### src/rtl/command_word_sequencer.sv
// Bus-side write sequencer for the 8259A control logic.
// Synchronises the CPU strobes, captures each write, and on the end of the strobe commits it:
// the ICW1..ICW4 init sequence is tracked, then OCW1..OCW3 are decoded in the ready state.
// Writes that are not legal in the current state are dropped, but still update the data bus.
module command_word_sequencer #(
  parameter int unsigned SYNC_STAGES = 2
) (
  input  logic       clock,
  input  logic       reset_n,
  input  logic       chip_select_n,
  input  logic       read_enable_n,
  input  logic       write_enable_n,
  input  logic       address,
  input  logic [7:0] data_bus_in,
  output logic [7:0] internal_data_bus,
  output logic       write_initial_command_word_1,
  output logic       write_initial_command_word_2,
  output logic       write_initial_command_word_3,
  output logic       write_initial_command_word_4,
  output logic       write_operation_control_word_1,
  output logic       write_operation_control_word_2,
  output logic       write_operation_control_word_3,
  output logic       read,
  output logic       init_done,
  output logic [2:0] init_state
);

  typedef enum logic [2:0] {
    StUninit = 3'd0,
    StWait2  = 3'd1,
    StWait3  = 3'd2,
    StWait4  = 3'd3,
    StReady  = 3'd4
  } state_e;

  // Pulse vector bit positions.
  localparam int unsigned PIcw1 = 0;
  localparam int unsigned PIcw2 = 1;
  localparam int unsigned PIcw3 = 2;
  localparam int unsigned PIcw4 = 3;
  localparam int unsigned POcw1 = 4;
  localparam int unsigned POcw2 = 5;
  localparam int unsigned POcw3 = 6;

  logic cs_n_sync;
  logic rd_n_sync;
  logic wr_n_sync;

  generate
    if (SYNC_STAGES == 0) begin : g_nosync
      assign cs_n_sync = chip_select_n;
      assign rd_n_sync = read_enable_n;
      assign wr_n_sync = write_enable_n;
    end else begin : g_sync
      logic [SYNC_STAGES-1:0] cs_q;
      logic [SYNC_STAGES-1:0] rd_q;
      logic [SYNC_STAGES-1:0] wr_q;

      // Strobe synchronisers; reset to the inactive (high) level.
      always_ff @(posedge clock or negedge reset_n) begin
        if (!reset_n) begin
          cs_q <= '1;
          rd_q <= '1;
          wr_q <= '1;
        end else begin
          cs_q[0] <= chip_select_n;
          rd_q[0] <= read_enable_n;
          wr_q[0] <= write_enable_n;
          for (int i = 1; i < int'(SYNC_STAGES); i++) begin
            cs_q[i] <= cs_q[i-1];
            rd_q[i] <= rd_q[i-1];
            wr_q[i] <= wr_q[i-1];
          end
        end
      end

      assign cs_n_sync = cs_q[SYNC_STAGES-1];
      assign rd_n_sync = rd_q[SYNC_STAGES-1];
      assign wr_n_sync = wr_q[SYNC_STAGES-1];
    end
  endgenerate

  logic wr_act;
  logic rd_act;
  logic wr_act_q;
  logic commit;

  assign wr_act = ~cs_n_sync & ~wr_n_sync;
  assign rd_act = ~cs_n_sync & ~rd_n_sync;
  // Either WR_n or CS_n going inactive ends the write.
  assign commit = wr_act_q & ~wr_act;

  logic       cap_addr_q;
  logic [7:0] cap_data_q;

  // Capture address/data every cycle the write is active; the final sample is committed.
  always_ff @(posedge clock or negedge reset_n) begin
    if (!reset_n) begin
      wr_act_q   <= 1'b0;
      cap_addr_q <= 1'b0;
      cap_data_q <= 8'h00;
    end else begin
      wr_act_q <= wr_act;
      if (wr_act) begin
        cap_addr_q <= address;
        cap_data_q <= data_bus_in;
      end
    end
  end

  state_e     state_q, state_d;
  logic       sngl_q, sngl_d;
  logic       ic4_q, ic4_d;
  logic       done_q, done_d;
  logic [6:0] pulse_q, pulse_d;
  logic [7:0] bus_q, bus_d;
  logic       read_q;

  // Sequencer state and registered outputs.
  always_ff @(posedge clock or negedge reset_n) begin
    if (!reset_n) begin
      state_q <= StUninit;
      sngl_q  <= 1'b1;
      ic4_q   <= 1'b0;
      done_q  <= 1'b0;
      pulse_q <= '0;
      bus_q   <= 8'h00;
      read_q  <= 1'b0;
    end else begin
      state_q <= state_d;
      sngl_q  <= sngl_d;
      ic4_q   <= ic4_d;
      done_q  <= done_d;
      pulse_q <= pulse_d;
      bus_q   <= bus_d;
      read_q  <= rd_act & ~wr_act;
    end
  end

  logic is_icw1;
  assign is_icw1 = ~cap_addr_q & cap_data_q[4];

  // Decode each committed write against the current state.
  always_comb begin
    state_d = state_q;
    sngl_d  = sngl_q;
    ic4_d   = ic4_q;
    pulse_d = '0;
    bus_d   = bus_q;
    done_d  = (state_q == StReady);

    if (commit) begin
      bus_d = cap_data_q;
      if (is_icw1) begin
        pulse_d[PIcw1] = 1'b1;
        sngl_d         = cap_data_q[1];
        ic4_d          = cap_data_q[0];
        done_d         = 1'b0;
        state_d        = StWait2;
      end else if (cap_addr_q) begin
        case (state_q)
          StWait2: begin
            pulse_d[PIcw2] = 1'b1;
            if (!sngl_q)    state_d = StWait3;
            else if (ic4_q) state_d = StWait4;
            else            state_d = StReady;
          end
          StWait3: begin
            pulse_d[PIcw3] = 1'b1;
            state_d        = ic4_q ? StWait4 : StReady;
          end
          StWait4: begin
            pulse_d[PIcw4] = 1'b1;
            state_d        = StReady;
          end
          StReady: pulse_d[POcw1] = 1'b1;
          default: ;
        endcase
      end else if (state_q == StReady) begin
        if (cap_data_q[3]) pulse_d[POcw3] = 1'b1;
        else               pulse_d[POcw2] = 1'b1;
      end
    end

    // Unused encodings fall back to the uninitialised state.
    if (state_q > StReady) begin
      state_d = StUninit;
      pulse_d = '0;
      done_d  = 1'b0;
    end
  end

  assign internal_data_bus              = bus_q;
  assign write_initial_command_word_1   = pulse_q[PIcw1];
  assign write_initial_command_word_2   = pulse_q[PIcw2];
  assign write_initial_command_word_3   = pulse_q[PIcw3];
  assign write_initial_command_word_4   = pulse_q[PIcw4];
  assign write_operation_control_word_1 = pulse_q[POcw1];
  assign write_operation_control_word_2 = pulse_q[POcw2];
  assign write_operation_control_word_3 = pulse_q[POcw3];
  assign read                           = read_q;
  assign init_done                      = done_q;
  assign init_state                     = state_q;

endmodule
### config.mk
export PLATFORM = sky130hd
export DESIGN_NAME = command_word_sequencer
export DESIGN_NICKNAME = d
export VERILOG_FILES = /design/src/rtl/command_word_sequencer.sv
export SDC_FILE = /design/constraint.sdc
export NUM_CORES = 1
export LEC_CHECK = 0
export CAP_MARGIN = 20
export CORE_MARGIN = 2
export CORE_UTILIZATION = 60
export CTS_BUF_LIST = sky130_fd_sc_hd__clkbuf_4
export DETAILED_ROUTE_END_ITERATION = 8
export DONT_BUFFER_PORTS = 1
export PLACE_DENSITY = 0.72
export SYNTH_ARGS = -nofsm -noshare
export SYNTH_HDL_FRONTEND = slang
export SYNTH_SLANG_ARGS = --single-unit
### constraint.sdc
create_clock -name clock -period 2.3 [get_ports clock]
set_input_delay 0.345 -clock clock [delete_from_list [all_inputs] [get_ports clock]]
set_output_delay 0.345 -clock clock [all_outputs]
set_load 0.02 [all_outputs]
==> results of run 1 <==
cell usage in the layout, fill, tap and decap left out, drive strengths merged, types with 2 or more instances in the layout:
| cell | netlist | layout |
|---|---|---|
| mux2 | 10 | 10 |
| nor2b | 2 | 2 |
| dlygate4sd3 | 0 | 4 |
| dfstp | 7 | 7 |
| dfrtp | 31 | 31 |
| and2 | 2 | 2 |
| a21oi | 3 | 3 |
| clkbuf | 0 | 6 |
| o21ai | 5 | 5 |
| nand2 | 29 | 29 |
| nor3b | 3 | 3 |
| clkinv | 0 | 2 |
| nor2 | 9 | 9 |
state kept, by name, indices dropped and copies added, names as in the netlist:
signal             flops
cap_data_q             8
internal_data_bus      8
pulse_q                7
init_state             3
g_sync.cs_q            2
g_sync.rd_q            2
g_sync.wr_q            2
cap_addr_q             1
ic4_q                  1
init_done              1
read                   1
sngl_q                 1
wr_act_q               1
repair_timing:
item                                   4_1_cts  5_1_grt
hold buffers                                 5        0
endpoints found under the hold margin       41        0
setup buffers                                0        0
metal layers:
layer  GRT usage [%]  up-vias  routed length (um)
met4            13.2        0                  45
met2            29.8       32                1110
met3            8.00        5                 157
li1                -      401                   -
met1            26.7      445                1050
met5               0        -                   0
logic make-up after synthesis:
logic type / synth area share [%]
simple gates: 16.7
flops: 67.0
mux: 7.87
buf+inv: 2.27
compound gates: 6.12
cell type report:
class / instances / area share (%)
Tap cell: 28 / 2.26
Multi-Input combinational cell: 73 / 28.3
Inverter: 1 / 0.242
Clock buffer: 6 / 2.90
Sequential cell: 38 / 61.9
Timing Repair Buffer: 5 / 3.87
Clock inverter: 2 / 0.565
power groups by stage:
stage | registers (mW) | logic [mW] | clock network (mW)
floorplan | 0.911 | 0.224 | 0
CTS | 0.955 | 0.222 | 0.338
global placement | 0.964 | 0.189 | 0
finish | 0.956 | 0.219 | 0.320
global route | 0.977 | 0.250 | 0.360
detailed placement | 0.967 | 0.198 | 0
final timing paths:
check,depth (start not counted),start,endpoint
min in group asynchronous,2,reset_n,pulse_q[5]
max,3,g_sync.wr_q[1],init_state[2]
max in group asynchronous,2,reset_n,sngl_q
min reg2reg,0,g_sync.wr_q[0],g_sync.wr_q[1]
max reg2reg,3,g_sync.wr_q[1],init_state[2]
min,1,data_bus_in[3],cap_data_q[3]
==> reports/results.tsv, run 1 <==
metric	value	unit
PD cells	964	nW/um2
row cnt	17	
Yosys top cell area share	54.2	%
Seq cells post-synth	38	
layout cells sized above 1	24.8	%
wire length per cell	15.4	um
GRT overflow	0	
DP Worst Slack	0.757	ns
CP required	2.52	ns
Peak Freq	0.636	GHz
post-placement cell area	1440	um2
via/cell ratio	5.77	
most common cell in the netlist	dfrtp_1	
peak supply drop	634	uV
RSZ-0062 raised after global routing	no	
ys flop type	dfrtp_1	
delay-heaviest family, CP	compound AO/OA/AOI/OAI gates	
mapped cell area	1430	um2
Fin. Hold Viols	0	
Area Overhead vs Synth	8.39	%
Cell Count, Final, Fillers Out	153	
clk slew on worst S/H paths	0.10	ns
placed insts	140	
area leader, netlist	dfrtp_1	
run status	complete, no violations	
Setup CP Type	reg -> reg	
Gate power share	14.7	%
Worst Hold Class	in -> reg	
internal power	1.02	mW
power consumption	1.50	mW
Ys Warns	0	
clock root buffer	clkbuf_4	
Post-synth EDFFs	0	
largest net degree at the start of global routing	39	
max-slew violation count	0	
Seq pwr share	63.9	%
Async SR Flop Fraction	100	%
clk buf depth	2	
total CTS buffers	5	
starting density of the core	64.1	%
Cells after Synth	116	
Synth area leaders	dfrtp_1 54%, dfstp_2 13%, mux2_2 7.9%	
startpoint types	flop	
setup TNS	0	ns
# nets final	138	
gpl congestion	0.772	
final core utilization	69.5	%
Crit. End Element	flop	
Max transition margin	64.3	%
initial antenna violation count	0	
clk sinks	38	
# fillers	167	
Worst-Skew Late Latency	0.33	ns
crit-path max FO	11	
Port Buf Inserts	0	
drt pass-1 iters	4	
ANT nets after route	0	
CP max stage delay	0.58	ns
fin area	1550	um2
H-Tree Depth	2	
worst slew pin tran	0.535	ns
Critical path buffers and inverters	0	
final worst-path cycle share	68.3	%
Avg Inst Size Synth	12.3	um2
post-DP HPWL	1520	um
max_cap viols	0	
reg2reg setup slack	0.73	ns
Die Wd	52.8	um
post-CTS sizing	0	
DRT Wirelength	2360	um
CP cell instances	o21a_1 > nand2_1 > o32ai_1	
distinct cell type count after synthesis	27	
first-pass GRT wire length	3980	um
Hold WS	0.156	ns
number of I/O pins	34	
register area share after synthesis	67.0	%
Synthesized Nets	130	
most instantiated cells after synthesis	31 x dfrtp_1, 29 x nand2_1, 10 x mux2_2	
Final min period	1.57	ns
Seq. cell area	960	um2
Starting DRT DRC Count	6	
Die ar.	2790	um2
Multi-input gate area	439	um2
Final Setup Violations	0	
Clk pwr share	21.4	%
Psw	0.480	mW
vias in the first global route	874	
Lkg Pwr	0.709	nW
DRC Markers	0	
TritonCTS clock tree	done	
setup ws final	0.728	ns
Arr. time, crit path	1.80	ns
sw frac	32.1	%
DIE HEIGHT	52.8	um
CP max stage cell	dfstp_2	
Vias	883	
Diodes inserted	0	
core area	2230	um2
clock skew	0.00877	ns
GRT Overall Usage	21.0	%
(Power assumes the default switching activity.)
==> run 2, diff against run 1 <==
--- a/config.mk
+++ b/config.mk
@@ -7,7 +7,7 @@
 export LEC_CHECK = 0
 export CAP_MARGIN = 20
 export CORE_MARGIN = 2
-export CORE_UTILIZATION = 60
+export CORE_UTILIZATION = 58
 export CTS_BUF_LIST = sky130_fd_sc_hd__clkbuf_4
 export DETAILED_ROUTE_END_ITERATION = 8
 export DONT_BUFFER_PORTS = 1
==> constraint.sdc (replaced) <==
create_clock -name clock -period 1.38 [get_ports clock]
set_input_delay 0.207 -clock clock [delete_from_list [all_inputs] [get_ports clock]]
set_output_delay 0.207 -clock clock [all_outputs]
set_load 0.02 [all_outputs]
==> run 2 against run 1 <==
  * Global-route usage down 0.11 points
  * Core utilization up 5.7 points
  * Combinational power rose to 2.7 times the previous value
  * Clock skew up 0.0013 ns
  * Critical endpoint is now init_state[0]
  * Largest cell class unchanged
  * Highest routed layer unchanged
==> reports/results.tsv, run 2 (same netlist as run 1, synthesis figures left out) <==
metric	value	unit
Fin. Hold Viols	0	
row cnt	17	
TritonCTS clock tree	done	
Vias	932	
Worst Reg-to-Reg Cells	3	
DRT Wirelength	2500	um
Die Wd	53.7	um
setup TNS	0	ns
peak supply drop	1010	uV
via/cell ratio	5.51	
DIE HEIGHT	53.7	um
reg2reg setup slack	0.09	ns
final core utilization	75.2	%
GRT Overall Usage	20.9	%
wire length per cell	14.8	um
Reg2Reg Capture Point	init_state[0]	
DP Worst Slack	0.0560	ns
GRT overflow	0	
RSZ-0062 raised after global routing	no	
clk slew on worst S/H paths	0.11	ns
WHS Path Cells	1	
Worst-Skew Late Latency	0.34	ns
Crit. End Element	flop	
clk buf depth	2	
clock skew	0.0101	ns
Setup CP Type	reg -> reg	
run status	complete, no violations	
drt pass-1 iters	4	
worst slew pin tran	0.291	ns
fin area	1710	um2
gpl congestion	0.778	
first-pass GRT wire length	4070	um
initial antenna violation count	0	
max-slew violation count	0	
Peak Freq	0.773	GHz
WHS Endpoint	cap_data_q[3]	
starting density of the core	62.9	%
most common cell after layout, fill and taps aside	dfrtp_1	
max_cap viols	0	
PD cells	1560	nW/um2
worst flop-to-flop path startpoint	g_sync.wr_q[1]	
core area	2280	um2
DRC Markers	0	
Diodes inserted	0	
ANT nets after route	0	
post-DP HPWL	1600	um
crit-path max FO	5	
Final min period	1.29	ns
vias in the first global route	947	
Lkg Pwr	0.789	nW
layout cells sized above 1	29.8	%
Port Buf Inserts	0	
Die ar.	2880	um2
Hold Crit Start	data_bus_in[3]	
clock root buffer	clkbuf_4	
Area Overhead vs Synth	19.6	%
Post-CTS Setup Inserts	0	
Worst Hold Class	in -> reg	
setup ws final	0.0863	ns
power consumption	2.67	mW
largest net degree at the start of global routing	39	
Arr. time, crit path	1.53	ns
total CTS buffers	5	
final worst-path cycle share	93.7	%
commonest cells after routing, fill and taps aside	31 x dfrtp_1, 29 x nand2_1, 12 x dlygate4sd3_1, 10 x mux2_2, 8 x buf_4	
H-Tree Depth	2	
Max transition margin	80.5	%
number of I/O pins	34	
post-placement cell area	1500	um2
Final Setup Violations	0	
clk sinks	38	
CP required	1.62	ns
# nets final	154	
startpoint types	flop	
Starting DRT DRC Count	15	
-- run 2: changes by cell type in the layout (fill, tap and decap cells not counted), sizes merged --
cell	previous run	this run
dlygate4sd3	4	12
buf	1	9
-- run 2: metrics by stage --
| step | hold slack (ns) | instances |
|---|---|---|
| CTS | 0.00543 | 168 |
| finish | 0.0222 | 169 |
| floorplan | -0.0886 | 116 |
| global placement | -0.0879 | 148 |
| detailed placement | -0.0879 | 148 |
| global route | 0.00730 | 169 |
-- run 2: area by class of cell --
class	count	area [um2]
clock inverters	2	8.76
well taps	28	35.0
repair buffers	21	200
clock buffers	6	45.0
inverters	1	3.75
flip-flops and latches	38	960
fillers	162	564
multi-input cells	73	459
-- run 2: per-layer routing --
layer  GRT usage [%]  wire [um]  vias to the layer above
met4            14.1         61                        0
met5               0          0                        -
li1                -          -                      429
met2            32.5       1190                       33
met1            24.1       1060                      463
met3            7.22        184                        7
-- run 2: report_power, final --
group | total [mW] | internal (mW) | switching (mW)
Combinational | 0.585 | 0.290 | 0.295
Sequential | 1.53 | 1.29 | 0.234
Clock | 0.558 | 0.211 | 0.347
Total | 2.67 | 1.79 | 0.876
-- run 2: critical path: stages, from the launching register on --
cell,delay (ns)
dfstp_2,0.60
o21a_2,0.20
a21oi_1,0.07
o32a_1,0.33
-- run 2: timing repair --
action | CTS | global route
hold endpoints to repair | 48 | 1
hold buffers | 12 | 1
setup endpoints to repair | 0 | 4
gates resized for setup | 0 | 4
-- run 2: how the worst max path moves through the flow --
stage | from | slack [ns] | depth (start not counted) | end
global placement | g_sync.wr_q[1] | 0.06 | 3 | init_state[0]
finish | g_sync.wr_q[1] | 0.09 | 3 | init_state[0]
floorplan | init_state[0] | 0.04 | 4 | pulse_q[6]
CTS | g_sync.wr_q[1] | 0.04 | 2 | cap_data_q[3]
detailed placement | g_sync.wr_q[1] | 0.06 | 2 | cap_data_q[3]
global route | g_sync.wr_q[1] | 0.01 | 3 | init_state[0]
==> run 3, diff against run 2 <==
--- a/config.mk
+++ b/config.mk
@@ -15,3 +15,4 @@
 export SYNTH_ARGS = -nofsm -noshare
 export SYNTH_HDL_FRONTEND = slang
 export SYNTH_SLANG_ARGS = --single-unit
+export TNS_END_PERCENT = 5
==> run 3 against run 2 <==
  * Clock skew about the same
  * Die area unchanged
  * Maximum frequency down 0.16%
  * Final area down 0.80%
  * Setup slack worse by 0.0021 ns
  * Non-clock buffer count unchanged
  * Critical path depth unchanged
  * Cell count unchanged
  * Wire length down 3.0%
  * Register-to-register slack about the same
  * Sequential share of layout area up 0.45 points
  * Critical path type unchanged
  * Largest power group unchanged
==> reports/results.tsv, run 3 (same netlist as run 1, synthesis figures left out) <==
metric	value	unit
Fin. Hold Viols	0	
GRT Overall Usage	20.9	%
CP cell instances	o21a_2 > a21oi_1 > o32a_1	
Crit. End Element	flop	
Hold Crit Start	data_bus_in[3]	
Arr. time, crit path	1.53	ns
placed insts	148	
CP max stage delay	0.60	ns
final worst-path cycle share	93.9	%
clk sinks	38	
most common cell after layout, fill and taps aside	dfrtp_1	
WHS Endpoint	cap_data_q[3]	
vias in the first global route	947	
H-Tree Depth	2	
WHS Path Cells	1	
layout cells sized above 1	28.4	%
reg2reg setup slack	0.08	ns
Area Overhead vs Synth	18.6	%
RSZ-0062 raised after global routing	yes	
Cell Count, Final, Fillers Out	169	
clk buf depth	2	
Worst-Skew Late Latency	0.34	ns
gpl congestion	0.778	
power consumption	2.62	mW
DIE HEIGHT	53.7	um
wire length per cell	14.3	um
clk slew on worst S/H paths	0.11	ns
CP max stage cell	dfstp_2	
row cnt	17	
core area	2280	um2
Max transition margin	80.6	%
GRT overflow	0	
Die Wd	53.7	um
Peak Freq	0.772	GHz
Post-CTS Setup Inserts	0	
commonest cells after routing, fill and taps aside	31 x dfrtp_1, 29 x nand2_1, 12 x dlygate4sd3_1, 10 x mux2_2, 8 x buf_4	
PD cells	1540	nW/um2
max_cap viols	0	
Hold WS	0.0220	ns
final core utilization	74.6	%
DRT Wirelength	2420	um
clock skew	0.00985	ns
Die ar.	2880	um2
Diodes inserted	0	
ANT nets after route	0	
peak supply drop	994	uV
Starting DRT DRC Count	19	
Final Setup Violations	0	
CP required	1.62	ns
worst flop-to-flop path startpoint	g_sync.wr_q[1]	
worst slew pin tran	0.291	ns
max-slew violation count	0	
total CTS buffers	5	
Worst Setup SP	g_sync.wr_q[1]	
Final min period	1.30	ns
number of I/O pins	34	
Vias	928	
Reg2Reg Capture Point	init_state[0]	
run status	complete, no violations	
TritonCTS clock tree	done	
Lkg Pwr	0.785	nW
Setup CP Type	reg -> reg	
starting density of the core	62.9	%
largest net degree at the start of global routing	39	
Port Buf Inserts	0	
# fillers	166	
crit-path max FO	5	
clock root buffer	clkbuf_4	
# nets final	154	
post-DP HPWL	1600	um
first-pass GRT wire length	4070	um
Worst Hold Class	in -> reg	
via/cell ratio	5.49	
DRC Markers	0	
Worst Reg-to-Reg Cells	3	
initial antenna violation count	0	
drt pass-1 iters	4	
startpoint types	flop	
[run 3: cell counts in the layout (fill, tap and decap cells not counted)]
No cell type changed its count.
[run 3: worst max path at each step]
stage | end | slack, ns | depth (start not counted)
floorplan | pulse_q[6] | 0.04 | 4
global placement | init_state[0] | 0.06 | 3
detailed placement | cap_data_q[3] | 0.06 | 2
CTS | cap_data_q[3] | 0.04 | 2
global route | init_state[2] | -0.005 | 3
finish | init_state[0] | 0.08 | 3
[run 3: report_power, final]
group          switching (mW)  internal, mW
sequential              0.229          1.29
combinational           0.266         0.274
clock                   0.343         0.211
total                   0.839          1.78
[run 3: worst max-delay path: cells and delay by family, from the launching register on]
| kind | cells | cell delay [ns] |
|---|---|---|
| compound gates | 3 | 0.60 |
| flops | 1 | 0.60 |
[run 3: area by class of cell]
class	count	area (um2)	share of cell area (%)
sequential	38	960	56.5
tap	28	35.0	2.06
inverter	1	3.75	0.221
clock buffer	6	45.0	2.65
timing repair buffer	21	200	11.8
clock inverter	2	8.76	0.516
multi-input combinational	73	445	26.2
[run 3: routing by layer]
metal  vias to the layer above  share of wire (%)  global-route usage (%)
met4                         0                2.5                    14.1
met1                       455                 43                    24.1
met5                         -                  0                       0
met3                         7                7.7                    7.22
met2                        36                 47                    32.5
li1                        430                  -                       -
[run 3: repair_timing]
item / 4_1_cts / 5_1_grt
resized for setup: 0 / 2
setup endpoints to repair: 0 / 4
hold buffers: 12 / 1
hold endpoints to repair: 48 / 1
[run 3: stage by stage]
stage           TNS, ns  setup WS (ns)  cell area, um2
5_1_grt        -0.00492       -0.00492            1700
6_report              0         0.0842            1700
4_1_cts               0         0.0399            1680
2_1_floorplan         0         0.0413            1430
3_5_place_dp          0         0.0560            1500
3_3_place_gp          0         0.0612            1500
